## config.mk

```make
export PLATFORM = sky130hd
export DESIGN_NAME = parking_allocator
export DESIGN_NICKNAME = d
export VERILOG_FILES = /design/src/rtl/parking_pkg.sv /design/src/rtl/free_space_encoder.sv /design/src/rtl/parking_allocator.sv
export SDC_FILE = /design/constraint.sdc
export NUM_CORES = 1
export LEC_CHECK = 0
export CAP_MARGIN = 15
export CORE_MARGIN = 5
export CORE_UTILIZATION = 51
export CTS_BUF_LIST = sky130_fd_sc_hd__clkbuf_16
export CTS_CLUSTER_DIAMETER = 100
export DETAILED_ROUTE_END_ITERATION = 12
export PLACE_DENSITY = 0.79
export SLEW_MARGIN = 20
export SYNTH_ARGS = -nofsm -noshare
export SYNTH_HDL_FRONTEND = slang
export SYNTH_HIERARCHICAL = 1
export SYNTH_SLANG_ARGS = --single-unit
export TNS_END_PERCENT = 100
```

## constraint.sdc

```tcl
create_clock -name clk -period 4.5 [get_ports clk]
set_input_delay 0.9 -clock clk [delete_from_list [all_inputs] [get_ports clk]]
set_output_delay 0.9 -clock clk [all_outputs]
set_load 0.05 [all_outputs]
```

## src/rtl/parking_pkg.sv

```systemverilog
// Shared constants and FSM encoding for the parking allocator.
// Imported by the encoder and the top-level controller.
package parking_pkg;

  localparam int NUM_SPACES = 8;
  localparam int SPACE_W    = 3;
  localparam int CNT_W      = 4;

  typedef enum logic [1:0] {
    IDLE      = 2'd0,
    GRANT     = 2'd1,
    GATE      = 2'd2,
    EXIT_RESP = 2'd3
  } state_t;

endpackage

```

## src/rtl/free_space_encoder.sv

```systemverilog
// Lowest-free-space priority encoder over the occupancy map.
// in: occupancy; out: free_idx (lowest zero bit), any_free.
module free_space_encoder
  import parking_pkg::*;
(
  input  logic [NUM_SPACES-1:0] occupancy,
  output logic [SPACE_W-1:0]    free_idx,
  output logic                  any_free
);

  // Scan high to low so the lowest free index wins.
  always_comb begin
    free_idx = '0;
    for (int i = NUM_SPACES - 1; i >= 0; i--) begin
      if (!occupancy[i]) begin
        free_idx = SPACE_W'(i);
      end
    end
  end

  assign any_free = ~&occupancy;

endmodule

```

## src/rtl/parking_allocator.sv

```systemverilog
// Parking controller: occupancy map, entry grant, exit release, gate.
// in: clk, rst, entry_req, exit_req, exit_space; out: acks, gate, status.
module parking_allocator
  import parking_pkg::*;
#(
  parameter int GATE_CYCLES = 4
) (
  input  logic                  clk,
  input  logic                  rst,
  input  logic                  entry_req,
  output logic                  entry_ack,
  output logic [SPACE_W-1:0]    entry_space,
  input  logic                  exit_req,
  input  logic [SPACE_W-1:0]    exit_space,
  output logic                  exit_ack,
  output logic                  exit_err,
  output logic                  gate_open,
  output logic                  full,
  output logic [CNT_W-1:0]      free_count,
  output logic [NUM_SPACES-1:0] occupancy
);

  state_t                  state_q;
  logic [NUM_SPACES-1:0]   occ_q;
  logic [CNT_W-1:0]        cnt_q;
  logic                    entry_ack_q;
  logic [SPACE_W-1:0]      entry_space_q;
  logic                    exit_ack_q;
  logic                    exit_err_q;
  logic                    gate_q;

  logic [SPACE_W-1:0]      free_idx;
  logic                    any_free;
  logic [CNT_W-1:0]        free_cnt;

  free_space_encoder u_enc (
    .occupancy (occ_q),
    .free_idx  (free_idx),
    .any_free  (any_free)
  );

  always_comb begin
    free_cnt = '0;
    for (int i = 0; i < NUM_SPACES; i++) begin
      free_cnt = free_cnt + CNT_W'(~occ_q[i]);
    end
  end

  // GRANT is the first gate cycle; GATE covers the
  // remaining GATE_CYCLES-1, leaving as the count hits 0.
  always_ff @(posedge clk) begin
    if (rst) begin
      state_q       <= IDLE;
      occ_q         <= '0;
      cnt_q         <= '0;
      entry_ack_q   <= 1'b0;
      entry_space_q <= '0;
      exit_ack_q    <= 1'b0;
      exit_err_q    <= 1'b0;
      gate_q        <= 1'b0;
    end else begin
      entry_ack_q   <= 1'b0;
      entry_space_q <= '0;
      exit_ack_q    <= 1'b0;
      exit_err_q    <= 1'b0;
      unique case (state_q)
        IDLE: begin
          if (exit_req) begin
            state_q    <= EXIT_RESP;
            exit_ack_q <= occ_q[exit_space];
            exit_err_q <= ~occ_q[exit_space];
          end else if (entry_req && any_free) begin
            state_q       <= GRANT;
            entry_ack_q   <= 1'b1;
            entry_space_q <= free_idx;
            gate_q        <= 1'b1;
          end
        end
        GRANT: begin
          occ_q[entry_space_q] <= 1'b1;
          cnt_q   <= CNT_W'(GATE_CYCLES - 1);
          state_q <= GATE;
        end
        GATE: begin
          if (cnt_q <= CNT_W'(1)) begin
            cnt_q   <= '0;
            gate_q  <= 1'b0;
            state_q <= IDLE;
          end else begin
            cnt_q <= cnt_q - CNT_W'(1);
          end
        end
        EXIT_RESP: begin
          if (exit_ack_q) begin
            occ_q[exit_space] <= 1'b0;
          end
          state_q <= IDLE;
        end
        default: state_q <= IDLE;
      endcase
    end
  end

  assign entry_ack   = entry_ack_q;
  assign entry_space = entry_space_q;
  assign exit_ack    = exit_ack_q;
  assign exit_err    = exit_err_q;
  assign gate_open   = gate_q;
  assign occupancy   = occ_q;
  assign free_count  = free_cnt;
  assign full        = (occ_q == {NUM_SPACES{1'b1}});

endmodule
```

* Word-level counts from Yosys, hierarchy flattened
Index checks and enable logic that the tools add are counted.
W data, S select, Z words.
** Cells by class
- $add $sub $neg :: 8
- Multipliers :: 0
- Div/mod/pow operators :: 0
- Magnitude comparators :: 5
- Equal/unequal tests :: 9
- Shift operators :: 0
- Multiplexer cells :: 26
- Bitwise operators :: 19
- Reduce and logical (&&, ||, !) cells :: 17
** Operator list (number)
- $not A1 Y4 :: 8
- $add A4 B4 Y4 :: 7
- $pmux W8 S2 :: 1
- $mux W3 :: 4
- $mux W2 :: 5
- $and A8 B8 Y8 :: 1
- $eq A8 B8 Y1 const B :: 1
- $lt A3 B4 Y1 const B :: 2
- $mux W1 :: 8
- $mux W8 :: 1
- $ne A2 B2 Y1 const B :: 4
- $not A1 Y1 :: 8
- $not A8 Y8 :: 1
- $or A8 B8 Y8 :: 1
- $pmux W2 S4 :: 1
- $pmux W4 S2 :: 1
- $reduce_and A8 Y1 :: 1
- $reduce_or A8 Y1 :: 1
- $demux W1 S3 :: 2
- $ge A3 B1 Y1 const B :: 2
- $reduce_bool A2 Y1 :: 3
- $reduce_or A3 Y1 :: 2
- $reduce_or A6 Y1 :: 1
- $reduce_or A5 Y1 :: 1
- other kinds (13) :: 17
** Storage, ports and cells
- Bits in registers :: 21
- Bits in latches :: 0
- Bits in writable memories :: 0
- Bits in read-only memories :: 0
- Input bits :: 7
- Output and inout port bits :: 20
- Word-level logic and storage cells :: 94
- Memories kept :: 0

* Longest topological paths before layout
Gate-level depths: netlist of run 1.
- Depth in word-level cells :: 8
- Mapped depth :: 8
- Depth with buffers taken out :: 8

* By module
The synthesis of run 1 kept the hierarchy.
** By module, submodules not included
- parking_allocator :: times used 1, cells an instance 146, area each 1276.2 µm², seq. area each 420.4 µm²
- free_space_encoder :: times used 1, cells an instance 15, area each 73.8 µm², seq. area each 0.0 µm²

* Worst setup path before layout of run 1
OpenSTA, ideal clock, no wires.
- Path type :: flip-flop to output port
- Start point :: register occ_q[0], in the netlist occupancy[0]
- End point :: output port free_count[2]
- Data arrival time :: 3.669 ns
- Required time :: 3.600 ns
- Setup slack :: -0.069 ns
- Stages on the path, launching flop included :: 9
- Path buffers :: 0
- Cells stage by stage :: dfxtp_1 > fa_1 > inv_1 > fa_1 > fa_1 > ha_1 > inv_1 > fa_1 > xnor2_1
** On the way
- Longest elaborated chain between the ends :: 8
** Ends and longest elaborated chain
- start, declared :: line parking_allocator.sv:24 : logic [NUM_SPACES-1:0] occ_q;
- start signal, assigned :: line parking_allocator.sv:54 : occ_q <= '0;
- start signal, assigned by index :: line parking_allocator.sv:80 : occ_q[entry_space_q] <= 1'b1;
- start signal, assigned by index :: line parking_allocator.sv:95 : occ_q[exit_space] <= 1'b0;
- $not A1 Y4 :: line parking_allocator.sv:45 : free_cnt = free_cnt + CNT_W'(~occ_q[i]);
- $add A4 B4 Y4 (7 in a row) :: line parking_allocator.sv:45
- end, declared :: line parking_allocator.sv:19 : output logic [CNT_W-1:0] free_count,
Every way passes these cells.

* Worst setup path in the final report of run 1
- Start point :: register occ_q[0], in the netlist occupancy[0]
- End point :: output port free_count[3]
The elaborated chain is that of the path after synthesis.

==> results of run 1 <==
[metal layers]
layer,vias up,track usage (%),routed length [um]
met5,-,0,0
met4,0,8.18,51
met3,5,3.77,226
met2,52,33.1,1610
met1,588,20.8,1230
li1,611,-,-
[cell families (layout without fill, tap and decap cells)]
kind of cell / Yosys count / after routing / synth area share (%)
adder cells (fa/ha/maj): 15 / 15 / 16.1
AND/OR/NAND/NOR: 58 / 58 / 23.7
multiplexers: 3 / 3 / 2.22
AO/OA/AOI/OAI: 38 / 38 / 18.3
XOR/XNOR: 1 / 1 / 0.649
buffers and inverters: 25 / 51 / 7.88
flip-flops: 21 / 21 / 31.1
[worst paths after layout]
| kind | depth (start not counted) | end | slack [ns] | start |
|---|---|---|---|---|
| worst max-delay path | 8 | free_count[3] | 0.17 | occupancy[0] |
| worst min-delay path | 2 | cnt_q[1] | 0.51 | cnt_q[1] |
| worst max register to register | 6 | state_q[1] | 3.03 | occupancy[6] |
| worst min register to register | 2 | cnt_q[1] | 0.51 | cnt_q[1] |
[flip-flops by register name, summed over array words and instances (netlist names)]
name         cells
cnt_q            4
entry_ack        1
entry_space      3
exit_ack         1
exit_err         1
gate_open        1
occupancy        8
state_q          2
[synthesized netlist by cell type (all sizes together) (2+ instances only)]
master / n / area share (%)
nand2: 15 / 4.2
nand3: 4 / 1.5
nor2: 11 / 3.2
o21ai: 7 / 2.9
nand2b: 4 / 2.0
nand4: 2 / 0.93
fa: 4 / 5.9
a211oi: 2 / 1.1
ha: 11 / 10
dfxtp: 21 / 31
a21oi: 14 / 5.2
o31ai: 3 / 1.7
and2: 3 / 1.4
mux2i: 3 / 2.2
nor2b: 4 / 2.4
inv: 21 / 5.8
nand3b: 2 / 1.1
buf: 3 / 1.8
a311oi: 2 / 1.3
nor3: 7 / 3.0
a31oi: 3 / 1.4
[power by group]
group	leakage, nW	internal (W)	total, W	switching, W
clock network	0.0371	0.000120	0.000193	0.0000730
registers	0.171	0.000212	0.000237	0.0000250
logic	0.466	0.000145	0.000378	0.000233
[critical path, cell delays in order (launching register included)]
cell and delay, ns:
sky130_fd_sc_hd__dfxtp_1 0.39, sky130_fd_sc_hd__fa_1 0.55, sky130_fd_sc_hd__inv_1 0.05, sky130_fd_sc_hd__fa_1 0.47, sky130_fd_sc_hd__fa_1 0.53, sky130_fd_sc_hd__ha_1 0.17, sky130_fd_sc_hd__a21oi_1 0.07, sky130_fd_sc_hd__nor2b_1 0.11
sky130_fd_sc_hd__clkdlybuf4s50_1 0.82
[final cells by class]
type                       count  share of cell area [%]
timing repair buffer          26                    15.6
clock buffer                   3                    4.37
multi-input combinational    115                    48.4
sequential                    21                    24.5
tap                           30                    2.18
inverter                      21                    4.59
clock inverter                 1                   0.437
[stage by stage]
stage,setup slack (ns),std cells,area (um2),utilization [%]
2_1_floorplan,0.210,161,1360,-
3_3_place_gp,0.492,213,1640,65.4
3_5_place_dp,0.421,213,1640,65.4
4_1_cts,0.147,217,1720,68.7
5_1_grt,0.0379,217,1720,68.7
6_report,0.173,217,1720,68.7
==> metrics.log, run 1 <==
[metrics] drt first pass iters: 5
[metrics] effective utilization at floorplan: 54.0%
[metrics] Post-Synthesis Mean Instance Area: 8.39 um2
[metrics] Final ANT Viol Nets: 0
[metrics] Root Buffer: sky130_fd_sc_hd__clkbuf_16
[metrics] # nets final: 210
[metrics] # rows: 18
[metrics] n_diodes: 0
[metrics] H-tree depth: 1
[metrics] fill cell count: 213
[metrics] global routing usage summed across all routing layers: 18.4%
[metrics] Yosys Warn Count: 6
[metrics] Main synth FF type: sky130_fd_sc_hd__dfxtp_1
[metrics] overall power after layout: 0.000809 W
[metrics] clock tree sinks: 21
[metrics] total number of vias: 1256
[metrics] post-detailed-route wirelength per cell: 14.4 um
[metrics] count of flip-flops with a built-in enable after synthesis: 0
[metrics] worst vdd rail ir drop: 0.499 mV
[metrics] commonest cells after routing, fill and taps aside: 24 x sky130_fd_sc_hd__clkdlybuf4s50_1, 21 x sky130_fd_sc_hd__dfxtp_1, 19 x sky130_fd_sc_hd__inv_1
[metrics] Fmax: 0.231 GHz
[metrics] number of design-rule violations left by the first detailed-router iteration: 46
[metrics] max-slew violation count: 0
[metrics] number of buffer cells added on primary ports: 26
[metrics] part of the cycle the worst path needs: 96.2%
[metrics] CTS tree: built
[metrics] leakage: 0.674 nW
[metrics] count of hold-fix buffers inserted at cts: 0
[metrics] wire length of the first global-routing pass: 5.25 mm
[metrics] sequential area share after synthesis: 31.1%
[metrics] WP data required: 3.60 ns
[metrics] accumulated negative setup slack: 0 ns
[metrics] pin count of the biggest net entering global routing: 21
[metrics] Die Area: 3780 um2
[metrics] total power divided by cell area: 471 nW/um2
[metrics] area of the mapped netlist: 1350 um2
[metrics] overall die height: 61.5 um
[metrics] commonest non-fill, non-tap cell in the layout: sky130_fd_sc_hd__clkdlybuf4s50_1
[metrics] Worst Max-Slew Pin Slew: 0.686 ns
[metrics] nets in the synthesized netlist: 183
[metrics] register area: 420 um2
[metrics] Gates resized, CTS repair: 0
[metrics] via count of the first global-routing pass: 1225
[metrics] endpoints failing hold: 0
[metrics] Post-Route Hold Slack: 0.512 ns
[metrics] global-route congestion overflow total: 0
[metrics] Skew-Pair Late Insertion Delay: 0.26 ns
[metrics] Yosys reg bits: 21
[metrics] RSZ-0062 raised after global routing: no
[metrics] Crit Path Category: register to output pin
[metrics] HPWL reported at the end of detailed placement: 2.43 mm
[metrics] number of buffers inserted by post-CTS setup repair: 0
[metrics] type of element launching the critical path: register
[metrics] clock transition at the register clock pins on the worst setup and hold paths after CTS: 0.06 ns
[metrics] Die X-Extent: 61.5 um
[metrics] Hold Crit Class: register to register
[metrics] gate count of the mapped netlist: 161
[metrics] final routed wirelength across all metal layers: 3.12 mm
[metrics] maximum capacitance violations: 0
[metrics] gp weighted congestion: 0.851
[metrics] final clock skew: 0.00232 ns
[metrics] Slew HR: 54.1%
[metrics] initial antenna violation count: 0
[metrics] fraction of final layout cells with drive strength greater than 1: 8.56%
[metrics] DRC: 0
[metrics] Via density: 5.79
[metrics] core box area: 2500 um2
[metrics] arrival time of the worst setup path: 3.43 ns
[metrics] status: finished clean
[metrics] number of setup violations in the final report: 0
[metrics] buffers from clock root to sink, at most: 2
[metrics] count of pins on the block boundary: 27
[metrics] Multi-input gate area: 831 um2
[metrics] synth unique cells: 45
[metrics] CP Max Fanout: 8
[metrics] endpoint class of the critical path: output pin
[metrics] P&R area growth vs syn: 27.2%
[metrics] crit path time final: 4.33 ns
[metrics] Post-synth ARST share: 0%
[metrics] number of CTS-inserted buffers: 3
Power figures use the tool's default switching activity.
==> run 2, diff against run 1 <==
CAP_MARGIN = 20   (was 15)
==> results of run 2 <==
The final DEF is identical to that of run 1; final timing and power are the same.
==> run 3, diff against run 2 <==
SKIP_CTS_REPAIR_TIMING = 1   (was not set)
==> results of run 3 <==
The final DEF is identical to that of run 1; final timing and power are the same.
